### config.mk
export PLATFORM = sky130hd
export DESIGN_NAME = inst_issue_queue
export DESIGN_NICKNAME = d
export VERILOG_FILES = /design/src/rtl/inst_issue_queue.sv
export SDC_FILE = /design/constraint.sdc
export NUM_CORES = 1
export LEC_CHECK = 0
export ABC_AREA = 1
export ABC_CLOCK_PERIOD_IN_PS = 6400
export CAP_MARGIN = 20
export CORE_MARGIN = 2
export CORE_UTILIZATION = 59
export CTS_CLUSTER_DIAMETER = 40
export CTS_CLUSTER_SIZE = 40
export DETAILED_ROUTE_END_ITERATION = 6
export PLACE_DENSITY = 0.86
export SKIP_LAST_GASP = 1
export SYNTH_ARGS = -nofsm -noshare
export SYNTH_HDL_FRONTEND = slang
export SYNTH_SLANG_ARGS = --single-unit
### constraint.sdc
create_clock -name clk -period 6.4 [get_ports clk]
set_input_delay 1.28 -clock clk [delete_from_list [all_inputs] [get_ports clk]]
set_output_delay 1.28 -clock clk [all_outputs]
set_load 0.02 [all_outputs]
### src/rtl/inst_issue_queue.sv
// Instruction issue queue: a small FIFO that feeds the pipeline one
// instruction per cycle, inserting bubbles on downstream hold or on a
// read-after-write hazard against the two most recently issued instructions.
//
// Handshake: upstream push happens on a cycle where in_valid && in_ready.
// in_ready is combinational from registered occupancy and the flush input
// only, so it never depends on in_valid. There is no pop-side handshake:
// issue_inst/issue_valid are registered and the pipeline consumes every cycle.
module inst_issue_queue #(
    parameter int DEPTH        = 4,
    parameter bit HAZARD_STALL = 1'b1
) (
    input  logic                     clk,
    input  logic                     rst,
    input  logic                     in_valid,
    input  logic [7:0]               in_inst,
    output logic                     in_ready,
    input  logic                     hold,
    input  logic                     flush,
    output logic [7:0]               issue_inst,
    output logic                     issue_valid,
    output logic [$clog2(DEPTH):0]   fifo_count,
    output logic [15:0]              issued_cnt,
    output logic [15:0]              bubble_cnt
);

    localparam int AW = $clog2(DEPTH);
    localparam int CW = AW + 1;
    localparam logic [CW-1:0] DEPTH_C = CW'(DEPTH);

    logic [7:0]    r_mem [DEPTH];
    logic [AW-1:0] r_wptr;
    logic [AW-1:0] r_rptr;
    logic [CW-1:0] r_count;
    logic [7:0]    r_issue_inst;
    logic          r_issue_valid;
    logic          r_t1_wen;
    logic [1:0]    r_t1_rd;
    logic          r_t2_wen;
    logic [1:0]    r_t2_rd;
    logic [15:0]   r_issued_cnt;
    logic [15:0]   r_bubble_cnt;

    logic [7:0]    w_head;
    logic          w_not_empty;
    logic          w_push;
    logic          w_pop;
    logic          w_hazard;
    logic          w_t1_hit;
    logic          w_t2_hit;

    // Head decode, RAW hazard check and push/pop decisions.
    always_comb begin
        w_head      = r_mem[r_rptr];
        w_not_empty = (r_count != '0);
        in_ready    = (r_count < DEPTH_C) && !flush;
        w_push      = in_valid && in_ready;
        w_t1_hit    = r_t1_wen && ((r_t1_rd == w_head[5:4]) || (r_t1_rd == w_head[3:2]));
        w_t2_hit    = r_t2_wen && ((r_t2_rd == w_head[5:4]) || (r_t2_rd == w_head[3:2]));
        // NOP at the head never reads a register, so it is never held back.
        w_hazard    = HAZARD_STALL && (w_head[7:6] != 2'b00) && (w_t1_hit || w_t2_hit);
        w_pop       = w_not_empty && !hold && !flush && !w_hazard;
    end

    // FIFO storage; contents are don't-care until written, so no reset.
    always_ff @(posedge clk) begin
        if (w_push) begin
            r_mem[r_wptr] <= in_inst;
        end
    end

    // Pointers and occupancy; pointers wrap naturally at power-of-two DEPTH.
    always_ff @(posedge clk) begin
        if (rst || flush) begin
            r_wptr  <= '0;
            r_rptr  <= '0;
            r_count <= '0;
        end else begin
            if (w_push) r_wptr <= r_wptr + 1'b1;
            if (w_pop)  r_rptr <= r_rptr + 1'b1;
            case ({w_push, w_pop})
                2'b10:   r_count <= r_count + 1'b1;
                2'b01:   r_count <= r_count - 1'b1;
                default: r_count <= r_count;
            endcase
        end
    end

    // Issue register: head on a pop, otherwise a bubble (8'h00).
    always_ff @(posedge clk) begin
        if (rst || flush || !w_pop) begin
            r_issue_inst  <= 8'h00;
            r_issue_valid <= 1'b0;
        end else begin
            r_issue_inst  <= w_head;
            r_issue_valid <= 1'b1;
        end
    end

    // In-flight write tracker; keeps shifting through a flush because
    // already-issued writes are still travelling down the pipeline.
    always_ff @(posedge clk) begin
        if (rst) begin
            r_t1_wen <= 1'b0;
            r_t1_rd  <= 2'b00;
            r_t2_wen <= 1'b0;
            r_t2_rd  <= 2'b00;
        end else begin
            r_t2_wen <= r_t1_wen;
            r_t2_rd  <= r_t1_rd;
            if (w_pop) begin
                r_t1_wen <= (w_head[7:6] != 2'b00);
                r_t1_rd  <= w_head[1:0];
            end else begin
                r_t1_wen <= 1'b0;
                r_t1_rd  <= 2'b00;
            end
        end
    end

    // Saturating statistics; a flush cycle counts as neither issue nor bubble.
    always_ff @(posedge clk) begin
        if (rst) begin
            r_issued_cnt <= 16'h0000;
            r_bubble_cnt <= 16'h0000;
        end else if (!flush) begin
            if (w_pop) begin
                if (r_issued_cnt != 16'hFFFF) r_issued_cnt <= r_issued_cnt + 16'h0001;
            end else if (w_not_empty) begin
                if (r_bubble_cnt != 16'hFFFF) r_bubble_cnt <= r_bubble_cnt + 16'h0001;
            end
        end
    end

    assign issue_inst  = r_issue_inst;
    assign issue_valid = r_issue_valid;
    assign fifo_count  = r_count;
    assign issued_cnt  = r_issued_cnt;
    assign bubble_cnt  = r_bubble_cnt;

endmodule

==> run_results.csv <==
group,metric,value,unit
timing,setup_viol,0,
timing,slew_headroom,38.4,%
detailed_routing,drt-met1-wl,3930,um
yosys,synth_top_family_by_area,"simple AND/OR/NAND/NOR gates",
detailed_routing,vias_per_cell,5.41,
clock_network,cts_buffer_depth,2,
yosys,ys_warn_count,0,
detailed_routing,top_layer,"met4",
clock_network,tritoncts,"yes",
timing,skew,0.00778,ns
global_route,grt_start_max_net_pins,37,
finish,nNetsFinal,602,
worst_setup_path,r2r-end,"fifo_count[2]$_SDFFE_PP0P_",
worst_setup_path,r2r_setup_slack,2.97,ns
yosys,synth_top_cell_area_share,26.4,%
die,die-width,88.8,um
finish,drive_gt1_share,5.97,%
yosys,synth_simple_gate_area_share,31.7,%
worst_setup_path,arrival,2.52,ns
yosys,synth_top_flop_cell,"dfxtp_1",
clock_network,clkTransAtPathRegs,0.09,ns
clock_network,cts.repair.resized,0,
global_route,antenna_found_initial,0,
die,core,6870,sq um
yosys,avgSynthCellArea,8.04,sq um
power,p_leak,1.90,nW
clock_network,clock_latency,0.36,ns
yosys,netlist_top_cells_area,"dfxtp_1 (26%), edfxtp_1 (23%), nand2_1 (12%), inv_1 (5.6%), nand4_1 (5.3%)",
detailed_routing,vias,3689,
timing,min_period,3.80,ns
yosys,ys_seq_area_share,49.0,%
yosys,synth-xor-area-share,3.09,%
power,finalPower,0.993,mW
placement,pre_cts_ws,1.98,ns
clock_network,root_buffer,"clkbuf_8",
finish,areaGrowthSynthToFinish,18.3,%
worst_setup_path,cp-end-kind,"output port",
yosys,yosysMostFrequentCell,"nand2_1",
detailed_routing,firstDrtPassIters,5,
yosys,ys_async_sr_fraction,0,%
timing,setup_tns,0,ns
detailed_routing,wl_met3,676,um
detailed_routing,wirelength,9040,um
worst_setup_path,critPathMaxFanout,4,
clock_network,cts-buffers-inserted,9,
die,die_h,88.8,um
worst_setup_path,required,5.12,ns
detailed_routing,first_iter_violations,272,
detailed_routing,wl_met2,4330,um
power,ir_drop,0.000146,V
yosys,synth_compound_area_share,4.71,%
detailed_routing,drc_errors,0,
yosys,synth-adder-area-share,2.53,%
detailed_routing,antenna_left,0,
global_route,grt_use_total,24.4,%
clock_network,holdBufCountCts,0,
yosys,synth_common_cells,"nand2_1 (133), inv_1 (63), dfxtp_1 (56)",
worst_setup_path,r2r_cells,21,
power,powerDensity,198,nW/um^2
clock_network,cts_setup_buffers,0,
yosys,synth_cell_type_count,31,
yosys,netlist_area,4250,sq um
die,initial_core_util,61.8,%
clock_network,cts.sinks,88,
timing,drv_slew,0,
placement,portBuffers,57,
timing,tightestPinTransition,0.921,ns
die,die-area,7890,sq um
global_route,grt_pass1_wl,15000,um
yosys,synth_fp_nets,549,
global_route,grt_pass1_vias,3342,
yosys,synthMuxAreaShare,0,%
placement,gp_congestion,0.905,
worst_setup_path,cp-start-kind,"primary input",
detailed_routing,wl_per_cell,13.3,um
worst_hold_path,holdPathStages,2,
die,io_pins,58,
timing,fin_crit_sh,59.3,%
timing,hold_viol,0,
timing,fmax,263,MHz
clock_network,cts-htree-levels,3,
yosys,synth_top_cell_by_area,"dfxtp_1",
timing,fin_ws,2.60,ns
finish,n_antenna_cell,0,
worst_setup_path,path_class,"primary input to output port",
global_route,overflow,0,
worst_hold_path,worst_hold_path.endpoint,"r_t2_wen$_SDFF_PP0_",
yosys,synth_cells,528,
flow_run,max_cap_viol_count,0,
run_status,status,"complete, no violations",
yosys,synth_edf_count,32,
placement,hpwl,6170,um
worst_hold_path,hold_start,"r_t1_wen$_SDFF_PP0_",
yosys,ys_ff_latch,88,
die,core.rowCount,30,
worst_hold_path,hold_class,"register to register",
timing,rsz0062_at_grt,"no",
## critical path: stages
cell	delay, ns
clkdlybuf4s50_1	0.46
nor2_1	0.15
clkdlybuf4s50_1	0.62
## registers in the layout, indices dropped and copies added (netlist names), named ones only
signal,count
r_t2_wen,1
r_wptr,2
r_mem,32
r_t1_rd,2
bubble_cnt,16
r_t1_wen,1
fifo_count,3
issue_inst,8
issue_valid,1
r_t2_rd,2
r_rptr,2
issued_cnt,16
## stage by stage
stage / area [sq um] / util [%] / std cells / hold slack, ns
3_3_place_gp: 4830 / 70.3 / 665 / 0.407
3_5_place_dp: 4830 / 70.3 / 665 / 0.415
4_1_cts: 5010 / 73.0 / 681 / 0.428
6_report: 5020 / 73.1 / 682 / 0.436
2_1_floorplan: 4250 / - / 528 / 0.403
5_1_grt: 5020 / 73.1 / 682 / 0.479
## cells by family (layout without fill, tap and decap cells)
family | after synthesis | after routing
AOI/OAI and AO/OA | 37 | 37
adders and majority gates | 8 | 8
DFF | 88 | 88
and+or+nand+nor | 293 | 293
xor gates and xnor gates | 15 | 15
buffers and inverters | 87 | 145
## cells in the final DEF, fill, tap and decap left out
| cell type | count |
|---|---|
| a211oi_1 | 1 |
| o21ai_0 | 3 |
| clkinvlp_4 | 2 |
| o21a_1 | 1 |
| inv_6 | 2 |
| nand2_8 | 1 |
| inv_2 | 4 |
| ha_1 | 7 |
| a32o_1 | 2 |
| inv_4 | 1 |
| nand3_2 | 6 |
| clkinv_1 | 3 |
| nor3_1 | 17 |
| nand2_4 | 1 |
| nand2_1 | 133 |
| clkbuf_8 | 10 |
| clkinv_2 | 2 |
| nand4_1 | 36 |
| fa_1 | 1 |
| dfxtp_1 | 56 |
| nor4_1 | 3 |
| nor2_4 | 1 |
| clkdlybuf4s50_1 | 57 |
| inv_1 | 63 |
| nor2_1 | 52 |
| xor2_1 | 10 |
| buf_6 | 1 |
| nand2_2 | 3 |
| a21oi_1 | 30 |
| edfxtp_1 | 32 |
| xnor2_1 | 5 |
| nand3_1 | 38 |
| nor3_2 | 1 |
| or2_0 | 1 |
## cell type report
cell class | count | area, sq um
clock buffer | 10 | 138
tap | 96 | 120
fill | 518 | 1850
inverter | 71 | 269
clock inverter | 6 | 42.5
timing repair buffer | 58 | 582
multi-input combinational | 353 | 1790
sequential | 88 | 2080
## worst max path at each step
stage                     start                    endpoint  slack, ns
final                     flush                    in_ready       2.60
after global routing      flush                    in_ready       2.54
after CTS                 flush  fifo_count[2]$_SDFFE_PP0P_       2.35
after detailed placement  flush  fifo_count[2]$_SDFFE_PP0P_       1.98
after global placement    flush  fifo_count[2]$_SDFFE_PP0P_       2.11
after floorplan           flush  fifo_count[2]$_SDFFE_PP0P_       3.11
## where the power goes
group	switching, mW	leakage, nW	total (mW)	internal (mW)
Sequential	0.00284	0.742	0.587	0.584
Clock	0.201	0.0891	0.354	0.153
Combinational	0.0333	1.07	0.0516	0.0183
## layer usage
layer  track usage, %  vias to the layer above
li1                 -                     1845
met1             32.2                     1682
met5                0                        -
met3             6.16                       15
met2             40.2                      147
met4             6.34                        0
Power figures use the tool's default switching activity.
